--- src/rtl/led_matrix_column_scanner.sv ---
// Column scanner for the 5x7 irrigation-status LED matrix. It latches a coherent
// 35-bit frame once per scan and drives one column per slot. Each slot begins with
// a dark blanking gap to suppress ghosting. Every output is a register loaded from
// the next-state values, so the outputs change together with the state.
module led_matrix_column_scanner #(
  parameter int unsigned CLK_DIV      = 50000,
  parameter int unsigned BLANK_CYCLES = 2
) (
  input  logic        clk_i,
  input  logic        rst_ni,
  input  logic        enable_i,
  input  logic [34:0] col_rows_i,
  output logic [4:0]  matrix_cols_o,
  output logic [6:0]  matrix_rows_o,
  output logic [2:0]  col_index_o,
  output logic        frame_start_o
);

  localparam int unsigned PreW = (CLK_DIV > 1) ? $clog2(CLK_DIV) : 1;
  localparam logic [PreW-1:0] BlankLast = PreW'(BLANK_CYCLES - 1);
  localparam logic [PreW-1:0] DivLast   = PreW'(CLK_DIV - 1);
  localparam logic [2:0]      LastCol   = 3'd4;

  typedef enum logic [1:0] {StIdle, StLoad, StBlank, StDrive} state_e;

  state_e          state_q, state_d;
  logic [PreW-1:0] pre_q, pre_d;
  logic [2:0]      idx_q, idx_d;
  logic [34:0]     frame_q, frame_d;

  logic [4:0]      cols_q, cols_d;
  logic [6:0]      rows_q, rows_d;
  logic [2:0]      colidx_q, colidx_d;
  logic            fs_q, fs_d;
  logic [6:0]      col_sel;

  // State, prescaler, column index and frame buffer registers.
  always_ff @(posedge clk_i or negedge rst_ni) begin
    if (!rst_ni) begin
      state_q <= StIdle;
      pre_q   <= '0;
      idx_q   <= '0;
      frame_q <= '0;
    end else begin
      state_q <= state_d;
      pre_q   <= pre_d;
      idx_q   <= idx_d;
      frame_q <= frame_d;
    end
  end

  // Next-state logic. A low enable overrides everything, including the terminal count.
  always_comb begin
    state_d = state_q;
    pre_d   = pre_q;
    idx_d   = idx_q;
    frame_d = frame_q;
    if (!enable_i || (idx_q > LastCol)) begin
      // An index of 5..7 is unreachable. It is treated as corruption and sent back to idle.
      state_d = StIdle;
      pre_d   = '0;
      idx_d   = '0;
    end else begin
      unique case (state_q)
        StIdle: begin
          state_d = StLoad;
          pre_d   = '0;
          idx_d   = '0;
        end
        StLoad: begin
          frame_d = col_rows_i;
          state_d = StBlank;
          pre_d   = '0;
          idx_d   = '0;
        end
        StBlank: begin
          // The prescaler keeps counting into DRIVE. The whole slot uses one count.
          pre_d = pre_q + 1'b1;
          if (pre_q == BlankLast) begin
            state_d = StDrive;
          end
        end
        StDrive: begin
          if (pre_q == DivLast) begin
            pre_d = '0;
            if (idx_q == LastCol) begin
              idx_d   = '0;
              state_d = StLoad;
            end else begin
              idx_d   = idx_q + 3'd1;
              state_d = StBlank;
            end
          end else begin
            pre_d = pre_q + 1'b1;
          end
        end
        default: begin
          state_d = StIdle;
          pre_d   = '0;
          idx_d   = '0;
        end
      endcase
    end
  end

  // Select the buffered row image of the column that will be shown next.
  always_comb begin
    col_sel = 7'h00;
    case (idx_d)
      3'd0:    col_sel = frame_d[6:0];
      3'd1:    col_sel = frame_d[13:7];
      3'd2:    col_sel = frame_d[20:14];
      3'd3:    col_sel = frame_d[27:21];
      3'd4:    col_sel = frame_d[34:28];
      default: col_sel = 7'h00;
    endcase
  end

  // Output decode from the next-state values. The output registers then match the state registers.
  always_comb begin
    cols_d   = 5'b00000;
    rows_d   = 7'h7F;
    colidx_d = idx_d;
    fs_d     = (state_d == StLoad);
    if (state_d == StDrive) begin
      cols_d = 5'b00001 << idx_d;
      rows_d = ~col_sel;
    end
  end

  // Output registers. Reset darkens the matrix immediately.
  always_ff @(posedge clk_i or negedge rst_ni) begin
    if (!rst_ni) begin
      cols_q   <= 5'b00000;
      rows_q   <= 7'h7F;
      colidx_q <= 3'd0;
      fs_q     <= 1'b0;
    end else begin
      cols_q   <= cols_d;
      rows_q   <= rows_d;
      colidx_q <= colidx_d;
      fs_q     <= fs_d;
    end
  end

  assign matrix_cols_o = cols_q;
  assign matrix_rows_o = rows_q;
  assign col_index_o   = colidx_q;
  assign frame_start_o = fs_q;

endmodule

--- config.mk ---
export PLATFORM = sky130hd
export DESIGN_NAME = led_matrix_column_scanner
export DESIGN_NICKNAME = d
export VERILOG_FILES = /design/src/rtl/led_matrix_column_scanner.sv
export SDC_FILE = /design/constraint.sdc
export NUM_CORES = 1
export LEC_CHECK = 0
export BUFFER_PORTS_ARGS = -buffer_cell sky130_fd_sc_hd__buf_2
export CORE_UTILIZATION = 58
export DETAILED_ROUTE_END_ITERATION = 8
export PLACE_DENSITY = 0.81
export SLEW_MARGIN = 20
export SYNTH_ARGS = -nofsm -noshare
export SYNTH_HDL_FRONTEND = slang
export SYNTH_SLANG_ARGS = --single-unit
--- constraint.sdc ---
create_clock -name clk_i -period 8.5 [get_ports clk_i]
set_input_delay 0.85 -clock clk_i [delete_from_list [all_inputs] [get_ports clk_i]]
set_output_delay 0.85 -clock clk_i [all_outputs]
set_load 0.005 [all_outputs]
Word level (Yosys, flattened, before mapping)
Index checks and enable logic that the tools add are counted.
Widths: inputs -> output; s select.

storage, ports and cells
  register bits after elaboration = 69
  input port bits = 38

operators by class
  $add $sub $neg = 2
  $lt $le $gt $ge = 1
  eq/ne operators = 12
  shifts and indexed selects = 1
  multiplexer cells = 17
  bitwise logic cells = 1
  reduce and logical (&&, ||, !) cells = 5

operators with widths
  operator               number
  $mux 35                2
  $pmux 16 s3            1
  $pmux 7 s5             1
  $mux 16                2
  $add 16x1->16 const B  1
  $eq 16x1->1 const B    1
  $eq 16x16->1 const B   1
  $mux 3                 3
  $mux 2                 4
  $pmux 2 s4             1
  $mux 7                 1
  $not 7->7              1
  $eq 2x2->1 const B     3
  $eq 3x2->1 const B     2
  $eq 3x3->1 const B     2
  $pmux 3 s2             1
  $mux 5                 1
  $shl 1x3->5 const A    1
  $eq 2x1->1 const B     2
  $add 3x1->3 const B    1
  $eq 3x1->1 const B     1
  $gt 3x3->1 const B     1
  $logic_not 3->1        1
  $logic_not 2->1        1
  3 further kinds        3

Logic depth before layout (Yosys ltp)
  word-level depth = 9
  depth in mapped cells = 10
  depth with buffers taken out = 8

Worst setup path after synthesis
No wires, ideal clock.

  path type = register to register
  start point = reg, netlist name col_index_o[0]
  end point = reg rows_q[1], in the netlist matrix_rows_o[1]
  setup time = 0.089 ns
  arrival time = 2.686 ns
  data required time = 8.411 ns
  slack = 5.725 ns
  cell stages (with the launch flop) = 11
  clock period less this slack = 2.775 ns
  path through = dfrtp_1 -> clkbuf_1 -> inv_1 -> ha_1 -> nand2b_1 -> nand4b_1 -> clkbuf_1 -> mux2_2 -> a22oi_1 -> mux2i_1 -> a211oi_1

RTL lines
  what                  RTL line  text
  end signal, assigned  140       rows_q <= rows_d;
  end, declared         32        logic [6:0] rows_q, rows_d;

==> results.py <==
metrics = {
    "global_routing": {
        "overflow": 0,
        "grt_usage_pct": 25.5,
        "grt_first_pass_wirelength_mm": 11.4,
        "grt_max_degree": 70,
        "antenna_found_initial": 0,
        "grt_pass1_vias": 2309,
    },
    "place": {
        "dp_cells": 394,
        "post-dp-hpwl_mm": 4.80,
        "post_dp_cell_area_sq_um": 3610,
        "routabilityCongestion": 0.863,
        "io_buffers": 53,
    },
    "pwr": {
        "p_sw_mw": 0.202,
        "clkPwrFrac_pct": 34.7,
        "intPower_mw": 0.637,
        "pwr-share-seq_pct": 48.7,
        "switching_share_pct": 24.1,
        "power.density_nw_per_um2": 219,
        "p_leak_nw": 1.66,
        "pwr-share-comb_pct": 16.6,
        "ir_worst_vdd_uv": 126,
    },
    "sta": {
        "fmax_ghz": 0.331,
        "hold_slack_ns": 0.493,
        "setup_violations": 0,
        "rsz0062_at_grt": "no",
        "hold_violations": 0,
        "slew_viol_final": 0,
        "fin_crit_sh_pct": 35.6,
        "worst_pin_slew_ns": 0.841,
        "clock_skew_ns": 0.00834,
        "setup-tns-final_ns": 0,
        "fin_crit_ns": 3.02,
        "slew_headroom_pct": 43.9,
    },
    "logic_synthesis": {
        "syn_nets": 317,
        "yosysTopAreaCell": "dfrtp_1",
        "synth_top_area_share_pct": 47.3,
        "synth_enable_flop_cells": 0,
        "netlist_top_cells_area": "dfrtp_1 47%, mux2_2 13%, dfstp_2 5.6%",
        "synth-seq-cells": 69,
        "netlist_area_sq_um": 3280,
        "syn_area_per_cell_sq_um": 11.9,
        "seq_area_frac_synth_pct": 52.9,
        "syn-instance-count": 275,
        "synthFlopType": "dfrtp_1",
        "async_flop_share_pct": 100,
        "yosys_warnings": 0,
        "synth_cell_type_count": 47,
    },
    "setup_path": {
        "start_kind": "flop",
        "r2r_slack_ns": 5.48,
        "crit_fanout": 35,
        "crit_path_end_kind": "flop",
        "cp_data_required_time_ns": 8.75,
        "crit_arrival_ns": 3.28,
        "critPathKind": "reg -> reg",
    },
    "cts": {
        "cts_hold_buf": 0,
        "clk_path_buf_depth": 2,
        "worstSkewPairLatency_ns": 0.35,
        "postCtsSetupBuffers": 0,
        "clk_pin_slew_ns": 0.07,
        "cts_resized": 0,
        "htree_levels": 3,
        "cts_tree": "done",
        "numCtsBuffers": 9,
        "cts_root_buffer": "clkbuf_8",
        "clkSinkCount": 69,
    },
    "detailed_routing": {
        "first_pass_iters": 7,
        "ant_nets": 0,
        "vias_per_cell": 5.89,
        "drt_iter0_markers": 253,
        "routed_wl_mm": 6.96,
        "drcViolationCount": 2,
        "post_drt_wl_per_cell_microns": 17.0,
        "num_vias": 2415,
    },
    "cells_and_area": {
        "final_area_sq_um": 3830,
        "fin_util_pct": 70.0,
        "layout-drive-gt1-share_pct": 35.8,
        "fillerInstances": 404,
        "area_growth_pct": 16.9,
        "layout_commonest_cell": "dfrtp_1",
        "layout_common_cells": "62 x dfrtp_1, 53 x buf_2, 37 x mux2_2",
        "diodes": 0,
        "layout.cells.non_filler": 410,
        "final_nets": 375,
    },
    "run_status": {
        "violations": "DRC",
        "status": "finished with violations",
    },
    "floorplan": {
        "num_rows": 27,
        "die_area_sq_um": 5960,
        "die_w_microns": 77.2,
        "core-area_sq_um": 5470,
        "dieHeight_microns": 77.2,
        "start_util_pct": 59.9,
        "io_pins": 54,
    },
    "flow_run": {
        "cap_violations": 0,
    },
    "min_path": {
        "hold_path.class": "reg -> reg",
    },
}
[power by group through the flow]
stage | clock, mW | sequential [mW] | combinational (mW)
final | 0.291 | 0.409 | 0.140
after global routing | 0.310 | 0.416 | 0.152
after CTS | 0.296 | 0.409 | 0.140
after detailed placement | 0 | 0.415 | 0.139
after global placement | 0 | 0.411 | 0.135
after floorplan | 0 | 0.409 | 0.0984
[stage by stage]
stage	total power [mW]	worst slack, ns
CTS	0.845	5.57
global placement	0.546	5.66
detailed placement	0.555	5.58
global route	0.877	5.35
floorplan	0.507	5.73
finish	0.840	5.48
[flip-flops by register name, summed over array words and instances (netlist names)]
signal,count
frame_start_o,1
col_index_o,3
matrix_rows_o,7
matrix_cols_o,5
pre_q,16
frame_q,35
state_q,2
[routing by layer]
layer	global-route usage [%]	part of all wire, %	vias to the layer above
li1	-	-	1123
met2	38.9	48	83
met4	10.9	2.0	0
met1	34.1	45	1195
met5	0	0	-
met3	6.90	5.5	14
[cells by family (layout without fill, tap and decap cells)]
kind of cell | after synthesis | in the layout | share of synthesized area [%]
AO/OA/AOI/OAI | 44 | 44 | 9.96
buffers and inverters | 12 | 75 | 1.53
adder cells (fa/ha/maj) | 4 | 4 | 1.53
AND/OR/NAND/NOR | 84 | 84 | 14.2
flip-flops | 69 | 69 | 52.9
multiplexers | 48 | 48 | 16.1
XOR/XNOR | 14 | 14 | 3.74
[path summary, 6_finish.rpt]
path | start | to | cells after the start
max | col_index_o[0] | matrix_rows_o[4] | 9
min | frame_q[2] | frame_q[2] | 1
max reg2reg | col_index_o[0] | matrix_rows_o[4] | 9
min reg2reg | frame_q[2] | frame_q[2] | 1
max in group asynchronous | rst_ni | frame_q[12] | 2
min in group asynchronous | rst_ni | col_index_o[2] | 2
[worst max-delay path, cell delays in order, from the launching register on]
cell and delay (ns):
dfrtp_1 0.54, inv_1 0.16, ha_1 0.32, nand2b_1 0.25, nand4b_1 0.15, buf_4 0.41, mux2_2 0.41, a22oi_1 0.27
mux2i_1 0.12, a211oi_1 0.28
[cells in the mapped netlist (all sizes together), types with 2 or more instances]
| library cell | n |
|---|---|
| nand4 | 5 |
| mux2 | 37 |
| dfstp | 7 |
| or2 | 2 |
| nand2 | 9 |
| xnor2 | 8 |
| ha | 4 |
| xor2 | 6 |
| a21oi | 10 |
| o211ai | 2 |
| mux2i | 11 |
| nor3b | 6 |
| dfrtp | 62 |
| nor2 | 27 |
| nor3 | 3 |
| and2 | 4 |
| or4 | 2 |
| and3 | 6 |
| clkbuf | 7 |
| nor4 | 3 |
| nand3 | 4 |
| o22ai | 2 |
| nor2b | 4 |
| a22oi | 12 |
| nand2b | 3 |
| nand4b | 2 |
| a211oi | 7 |
| or3 | 2 |
| inv | 3 |
[cell type report]
type                       instances  area, sq um  area share [%]
clock buffer                      11          141            3.69
clock inverter                     5         75.1            1.96
inverter                           4         16.3           0.425
multi-input combinational        194         1490            39.0
sequential                        69         1740            45.3
tap                               72         90.1            2.35
timing repair buffer              55          280            7.32
No activity file was read; power rests on OpenSTA's default activity.
